$ cat src/rtl/cordic_sequencer.sv
// Control FSM for the shared iterative CORDIC datapath: handshakes, load pulse, micro-rotation schedule.
// Optional feature: define CORDIC_SEQ_ABORT_EN to add the abort input.
module cordic_sequencer #(
   parameter int unsigned M     = 32,
   parameter int unsigned ITERS = 24,
   parameter int unsigned IW    = 5
) (
   input  logic          clk,
   input  logic          rst,
`ifdef CORDIC_SEQ_ABORT_EN
   input  logic          abort,
`endif
   input  logic          in_valid,
   output logic          in_ready,
   input  logic [1:0]    in_mode,
   input  logic [M-1:0]  in_x,
   output logic [1:0]    pre_mode,
   output logic [M-1:0]  pre_x,
   output logic          dp_load,
   output logic          dp_en,
   output logic [IW-1:0] dp_shift,
   output logic          dp_hyp,
   output logic          dp_dir,
   input  logic          dp_y_msb,
   input  logic          dp_z_msb,
   output logic          out_valid,
   input  logic          out_ready,
   output logic [1:0]    out_mode
);

   typedef enum logic [1:0] {
      ST_IDLE,
      ST_LOAD,
      ST_ITER,
      ST_DONE
   } state_e;

   localparam logic [IW-1:0] LAST_STEP = IW'(ITERS - 1);
   localparam logic [IW-1:0] HYP_REP_A = IW'(4);
   localparam logic [IW-1:0] HYP_REP_B = IW'(13);

   state_e          state_q, state_d;
   logic [IW-1:0]   cnt_q, cnt_d;
   logic [IW-1:0]   shift_q, shift_d;
   logic            rep_q, rep_d;
   logic [1:0]      pre_mode_q, pre_mode_d;
   logic [M-1:0]    pre_x_q, pre_x_d;
   logic            in_ready_q, in_ready_d;
   logic            dp_load_q, dp_load_d;
   logic            dp_en_q, dp_en_d;
   logic            out_valid_q, out_valid_d;

   // Next state, step schedule and registered output decode
   always_comb begin
      state_d    = state_q;
      cnt_d      = cnt_q;
      shift_d    = '0;
      rep_d      = 1'b0;
      pre_mode_d = pre_mode_q;
      pre_x_d    = pre_x_q;

      unique case (state_q)
         ST_IDLE: begin
            if (in_valid) begin
               pre_mode_d = in_mode;
               pre_x_d    = in_x;
               state_d    = ST_LOAD;
            end
         end
         ST_LOAD: begin
            cnt_d   = '0;
            shift_d = pre_mode_q[1] ? IW'(1) : '0;
            state_d = ST_ITER;
         end
         ST_ITER: begin
            if (cnt_q == LAST_STEP) begin
               state_d = ST_DONE;
            end else begin
               cnt_d = cnt_q + IW'(1);
               // Hyperbolic convergence: indices 4 and 13 are each issued twice
               if (pre_mode_q[1] && !rep_q &&
                   ((shift_q == HYP_REP_A) || (shift_q == HYP_REP_B))) begin
                  shift_d = shift_q;
                  rep_d   = 1'b1;
               end else begin
                  shift_d = shift_q + IW'(1);
               end
            end
         end
         ST_DONE: begin
            if (out_ready) begin
               state_d = ST_IDLE;
            end
         end
         default: state_d = ST_IDLE;
      endcase

`ifdef CORDIC_SEQ_ABORT_EN
      if (abort && ((state_q == ST_LOAD) || (state_q == ST_ITER))) begin
         state_d = ST_IDLE;
         shift_d = '0;
         rep_d   = 1'b0;
      end
`endif

      in_ready_d  = (state_d == ST_IDLE);
      dp_load_d   = (state_d == ST_LOAD);
      dp_en_d     = (state_d == ST_ITER);
      out_valid_d = (state_d == ST_DONE);
   end

   always_ff @(posedge clk) begin
      if (rst) begin
         state_q     <= ST_IDLE;
         cnt_q       <= '0;
         shift_q     <= '0;
         rep_q       <= 1'b0;
         pre_mode_q  <= '0;
         pre_x_q     <= '0;
         in_ready_q  <= 1'b1;
         dp_load_q   <= 1'b0;
         dp_en_q     <= 1'b0;
         out_valid_q <= 1'b0;
      end else begin
         state_q     <= state_d;
         cnt_q       <= cnt_d;
         shift_q     <= shift_d;
         rep_q       <= rep_d;
         pre_mode_q  <= pre_mode_d;
         pre_x_q     <= pre_x_d;
         in_ready_q  <= in_ready_d;
         dp_load_q   <= dp_load_d;
         dp_en_q     <= dp_en_d;
         out_valid_q <= out_valid_d;
      end
   end

   assign in_ready  = in_ready_q;
   assign pre_mode  = pre_mode_q;
   assign pre_x     = pre_x_q;
   assign dp_load   = dp_load_q;
   assign dp_en     = dp_en_q;
   assign dp_shift  = shift_q;
   assign dp_hyp    = pre_mode_q[1];
   assign out_valid = out_valid_q;
   assign out_mode  = pre_mode_q;

   // Direction follows the live datapath signs; held low outside micro-rotation cycles
   assign dp_dir = dp_en_q & (pre_mode_q[0] ? dp_y_msb : ~dp_z_msb);

endmodule

$ cat config.mk
export PLATFORM = sky130hd
export DESIGN_NAME = cordic_sequencer
export DESIGN_NICKNAME = d
export VERILOG_FILES = /design/src/rtl/cordic_sequencer.sv
export SDC_FILE = /design/constraint.sdc
export NUM_CORES = 1
export LEC_CHECK = 0
export CAP_MARGIN = 20
export CORE_ASPECT_RATIO = 1.75
export CORE_MARGIN = 2
export CORE_UTILIZATION = 25
export CTS_CLUSTER_DIAMETER = 150
export DETAILED_ROUTE_END_ITERATION = 7
export PLACE_DENSITY = 0.61
export SYNTH_ARGS = -nofsm -noshare
export SYNTH_HDL_FRONTEND = slang
export SYNTH_SLANG_ARGS = --single-unit
export TNS_END_PERCENT = 20
$ cat constraint.sdc
create_clock -name clk -period 1.4 [get_ports clk]
set_input_delay 0.28 -clock clk [delete_from_list [all_inputs] [get_ports clk]]
set_output_delay 0.28 -clock clk [all_outputs]
set_load 0.005 [all_outputs]
==> results.yml, run 1 <==
floorplanning:
  die_w_um: 73.1
  io_pins: 87
  rows: 44
  die_h_um: 125
  fp.dieArea_um2: 9130
  core_area_um2: 8200
  start_util_pct: 25.5
global_routing:
  grt_pass1_vias: 2031
  grt_usage_pct: 12.9
  grt_pass1_wl_mm: 9.33
  grt_max_degree: 21
  grt_overflow: 0
  antenna_found_initial: 0
synth:
  yosys_warnings: 0
  synth_seq_cells: 51
  synth_cell_types: 36
  synth-seq-area-share_pct: 48.9
  async_reset_ff_share_pct: 0
  synth_flop_cell: "dfxtp_1"
  syn_nets: 304
  synth_top_area_share_pct: 48.9
  netlist_area_um2: 2090
  synth_cells: 254
  ys_top_cells_by_area: "dfxtp_1 49%, nand2_1 13%, a21oi_1 9.6%"
  synth_edf_count: 0
  yosys.area.top_type: "dfxtp_1"
  postSynthAreaPerCell_um2: 8.23
critical_path:
  cp.required_ns: 1.57
  crit_type: "reg -> reg"
  worst_setup_path_end_kind: "flip-flop"
  crit_chain: "inv_4 > ha_4 > mux2i_4 > or4_4 > mux2i_1 > o21ai_1"
  slowest_delay_ns: 0.46
  start_kind: "flip-flop"
  cp_max_fo: 4
  slowest_stage: "or4_4"
  worstPathArrival_ns: 1.61
job:
  cap_violations: 0
power:
  peakVddDrop_mv: 0.573
  p_per_area_nw_per_um2: 1050
  p_leak_nw: 1.60
place:
  portBuffers: 86
  gp_congestion: 0.829
  hpwl_mm: 4.35
  dp_slack_ns: -0.352
  placed_area_um2: 3210
clock_network:
  cts_made_buffers: 5
  cts_tree: "done"
  clockRootBuffer: "clkbuf_16"
  cts.sinks: 51
  cts.clk_slew.worst_paths_ns: 0.07
  htree_levels: 2
  clock_latency_ns: 0.29
  clockBufferDepth: 2
finish:
  drive_gt1_share_pct: 22.2
  mostFrequentLayoutCell: "nand2_1"
  most-common-layout-cells: "73 x nand2_1, 41 x dlygate4sd2_1, 38 x dfxtp_1"
  diodes: 0
  synthToLayoutAreaGrowth_pct: 70.2
  layout.nets: 414
  design_area_um2: 3560
timing:
  period_minus_slack_ns: 1.44
  fmax_mhz: 696
  fin_crit_sh_pct: 103
  maxSlewHeadroom_pct: 78.9
  worst_slew_pin_slew_ns: 0.316
  slew_viol_final: 0
  setup_viol: 1
  finalClockSkew_ns: 0.00206
  rsz0062_at_grt: "true"
  timing.final.ws_setup_ns: -0.0365
  hold_viol: 0
drt:
  ant_nets: 0
  postRouteWirelength_mm: 5.99
  vias: 2086
  wl_per_cell_um: 13.1
  drc: 0
  detail_route.first_pass.iterations: 4
  vias_per_cell: 4.56
  first_iter_violations: 43
status:
  outcome: "finished with violations"
  violations: "negative setup slack"
hold_path:
  min_path_type: "in -> reg"
[power by group]
group          switching (mW)  internal (mW)  total (mW)
registers              0.0557           1.56        1.62
logic                   0.410          0.507       0.917
clock network           0.532          0.661        1.19
[critical path, delay by kind of cell, from the launching register on]
family,cells,cell delay [ns]
AOI/OAI and AO/OA,1,0.07
adders and majority gates,1,0.13
buffers and inverters,1,0.06
DFF,1,0.37
muxes,2,0.23
and+or+nand+nor,1,0.46
[synthesized netlist by cell type, types with 2 or more instances]
| library cell | count |
|---|---|
| o21a_1 | 2 |
| buf_2 | 3 |
| dfxtp_1 | 51 |
| nand2_1 | 74 |
| ha_1 | 10 |
| a31oi_1 | 3 |
| nand4b_1 | 2 |
| nor2b_1 | 3 |
| nor3_1 | 4 |
| buf_4 | 3 |
| o21ai_1 | 2 |
| clkbuf_1 | 9 |
| a21oi_1 | 40 |
| and2_1 | 4 |
| mux2i_1 | 3 |
| inv_1 | 6 |
| nor2_1 | 12 |
| nand3_1 | 5 |
[cells by family (layout without fill, tap and decap cells)]
kind of cell / after synthesis / in the layout / synth area share (%)
compound gates: 55 / 55 / 14.9
buf+inv: 22 / 133 / 4.67
mux: 4 / 4 / 1.98
flops: 51 / 51 / 48.9
xor+xnor: 1 / 1 / 0.419
fa+ha+maj: 10 / 10 / 5.99
simple gates: 111 / 111 / 23.2
[path summary, 6_finish.rpt]
kind	to	start	depth (start not counted)	slack [ns]
min reg2reg	pre_x[5]	pre_x[5]	2	0.45
min	cnt_q[0]	rst	2	0.36
max	dp_shift[0]	dp_shift[0]	6	-0.04
max reg2reg	dp_shift[0]	dp_shift[0]	6	-0.04
[layout make-up]
cell class              count  area (um2)
flip-flops and latches     51        1050
clock inverters             2        12.5
repair buffers            118        1130
clock buffers               6         129
multi-input cells         181        1090
fillers                   802        4650
inverters                   7        31.3
well taps                  92         115
[state kept, by name, indices dropped and copies added (netlist names), 2 cells and up]
| register | count |
|---|---|
| out_mode | 2 |
| cnt_q | 5 |
| pre_x | 32 |
| dp_shift | 5 |
| state_q | 2 |
[what timing repair did]
item,CTS,global route
hold buffers,0,0
gates cloned,0,2
setup buffers,4,1
resized for setup,65,36
endpoints found under the setup margin,74,54
pin swaps,4,5
[metrics by stage]
stage | power (mW) | util [%] | hold WS, ns | TNS, ns | cells
6_report | 3.73 | 43.3 | 0.358 | -0.0365 | 457
5_1_grt | 3.95 | 43.3 | 0.391 | -0.177 | 457
4_1_cts | 3.72 | 41.3 | 0.356 | -0.137 | 454
3_5_place_dp | 2.53 | 39.1 | 0.448 | -5.50 | 442
3_3_place_gp | 2.52 | 39.1 | 0.442 | -4.62 | 442
2_1_floorplan | 2.02 | - | 0.416 | -0.0254 | 254
[layer usage]
metal | part of all wire (%) | vias up | track usage (%)
met3 | 3.9 | 8 | 2.50
li1 | - | 1061 | -
met1 | 37 | 964 | 13.2
met5 | 0 | - | 0
met2 | 57 | 53 | 24.1
met4 | 2.4 | 0 | 5.99
Power figures use the tool's default switching activity.
==> inputs of run 2 (changes only) <==
--- a/config.mk
+++ b/config.mk
@@ -8,10 +8,10 @@
 export CAP_MARGIN = 20
 export CORE_ASPECT_RATIO = 1.75
 export CORE_MARGIN = 2
-export CORE_UTILIZATION = 25
+export CORE_UTILIZATION = 38
 export CTS_CLUSTER_DIAMETER = 150
 export DETAILED_ROUTE_END_ITERATION = 7
-export PLACE_DENSITY = 0.61
+export PLACE_DENSITY = 0.83
 export SYNTH_ARGS = -nofsm -noshare
 export SYNTH_HDL_FRONTEND = slang
 export SYNTH_SLANG_ARGS = --single-unit
==> results.yml, run 2 (synthesis gave the netlist of run 1 again) <==
hold_path:
  whs_path_depth: 2
  min_path_type: "reg -> reg"
finish:
  mostFrequentLayoutCell: "nand2_1"
  diodes: 0
  utilization_pct: 65.7
  num-fill-cells: 449
  synthToLayoutAreaGrowth_pct: 66.5
  drive_gt1_share_pct: 25.5
  design_area_um2: 3480
  most-common-layout-cells: "73 x nand2_1, 46 x dlygate4sd2_1, 39 x clkdlybuf4s50_1"
  largest_reg_flops: 32
  layout.nets: 416
timing:
  maxSlewHeadroom_pct: 81.4
  whs_ns: 0.452
  slew_viol_final: 0
  timing.final.ws_setup_ns: -0.0577
  finalClockSkew_ns: 0.00516
  worst_slew_pin_slew_ns: 0.277
  fmax_mhz: 686
  fin_crit_sh_pct: 104
  rsz0062_at_grt: "true"
  setup_viol: 5
  period_minus_slack_ns: 1.46
  hold_viol: 0
floorplanning:
  die_h_um: 102
  core_area_um2: 5300
  rows: 35
  start_util_pct: 39.4
  die_w_um: 60.1
  fp.dieArea_um2: 6130
  io_pins: 87
clock_network:
  clockBufferDepth: 2
  cts.clk_slew.worst_paths_ns: 0.09
  cts_tree: "done"
  cts_hold_buf: 0
  clockRootBuffer: "clkbuf_8"
  cts_made_buffers: 5
  htree_levels: 2
  clock_latency_ns: 0.30
  cts.sinks: 51
critical_path:
  crit_type: "reg -> reg"
  cp_max_fo: 5
  cp.required_ns: 1.59
  worstPathArrival_ns: 1.65
  worst_setup_path_end_kind: "flip-flop"
  reg2reg_depth: 8
  start_kind: "flip-flop"
power:
  p_leak_nw: 1.52
  p_per_area_nw_per_um2: 958
  pwr-share-seq_pct: 48.7
  clock_power_share_pct: 23.8
  p_sw_share_pct: 27.8
  internal_power_mw: 2.41
  switching_power_mw: 0.925
  peakVddDrop_mv: 0.733
  power_frac_comb_pct: 27.5
  power_mw: 3.33
global_routing:
  grt_max_degree: 35
  grt_usage_pct: 18.8
  antenna_found_initial: 0
  grt_pass1_vias: 2063
  grt_overflow: 0
  grt_pass1_wl_mm: 8.85
place:
  portBuffers: 86
  gp_congestion: 0.818
  hpwl_mm: 4.08
  placed_area_um2: 3190
drt:
  vias_per_cell: 4.85
  postRouteWirelength_mm: 5.92
  met1_length_mm: 2.11
  vias: 2128
  top_layer_used: "met4"
  routed-wl-met2_mm: 3.45
  first_iter_violations: 50
  dr_wl_met3_um: 221
  detail_route.first_pass.iterations: 4
  drc: 0
  ant_nets: 0
  wl_per_cell_um: 13.5
job:
  cap_violations: 0
status:
  outcome: "finished with violations"
  violations: "negative setup slack"
[run 2: cell count changes in the layout (fill, tap and decap cells not counted), sizes merged]
cell	before	now
clkdlybuf4s50	37	39
dlygate4sd2	41	46
dlymetal6s2s	6	0
clkinv	1	0
[run 2: metrics by stage]
step / setup TNS, ns / worst slack (ns) / cells
finish: -0.103 / -0.0577 / 439
global route: -0.765 / -0.129 / 439
floorplan: -0.0254 / -0.0135 / 254
detailed placement: -3.22 / -0.345 / 424
global placement: -2.02 / -0.339 / 424
CTS: -0.143 / -0.0506 / 434
[run 2: repair_timing]
item,in CTS,in global routing
endpoints found under the setup margin,64,51
gates resized for setup,81,26
buffers inserted,4,3
gates cloned,0,3
pin swaps,2,6
[run 2: final timing paths]
kind	from	end	slack (ns)
setup reg to reg	dp_shift[0]	dp_shift[0]	-0.06
hold reg to reg	pre_x[0]	pre_x[0]	0.45
setup / recovery	dp_shift[0]	dp_shift[0]	-0.06
hold / removal	pre_x[0]	pre_x[0]	0.45
[run 2: routing by layer]
| metal | global-route usage, % | vias to the layer above |
|---|---|---|
| met4 | 10.8 | 0 |
| met3 | 3.16 | 12 |
| li1 | - | 1062 |
| met1 | 19.1 | 998 |
| met5 | 0 | - |
| met2 | 34.5 | 56 |
[run 2: power by group through the flow]
stage	Combinational, mW	Clock (mW)	Sequential [mW]
global placement	0.848	0	1.65
CTS	0.821	0.816	1.63
global route	1.01	0.882	1.64
floorplan	0.356	0	1.67
finish	0.917	0.791	1.62
detailed placement	0.866	0	1.65
[run 2: layout make-up]
class                      instances  area [um2]  area share, %
clock buffer                       5        68.8           1.98
clock inverter                     1        7.51          0.216
inverter                           7        28.8          0.827
multi-input combinational        181        1080           31.2
sequential                        51        1060           30.5
tap                               74        92.6           2.66
timing repair buffer             120        1130           32.6
[run 2: critical path: stages (launching register included)]
cell and delay [ns]:
dfxtp_4 0.37, inv_4 0.06, ha_4 0.13, mux2i_4 0.06, buf_6 0.12, nor4_4 0.25
buf_4 0.18, a21o_1 0.12, o21ai_1 0.05
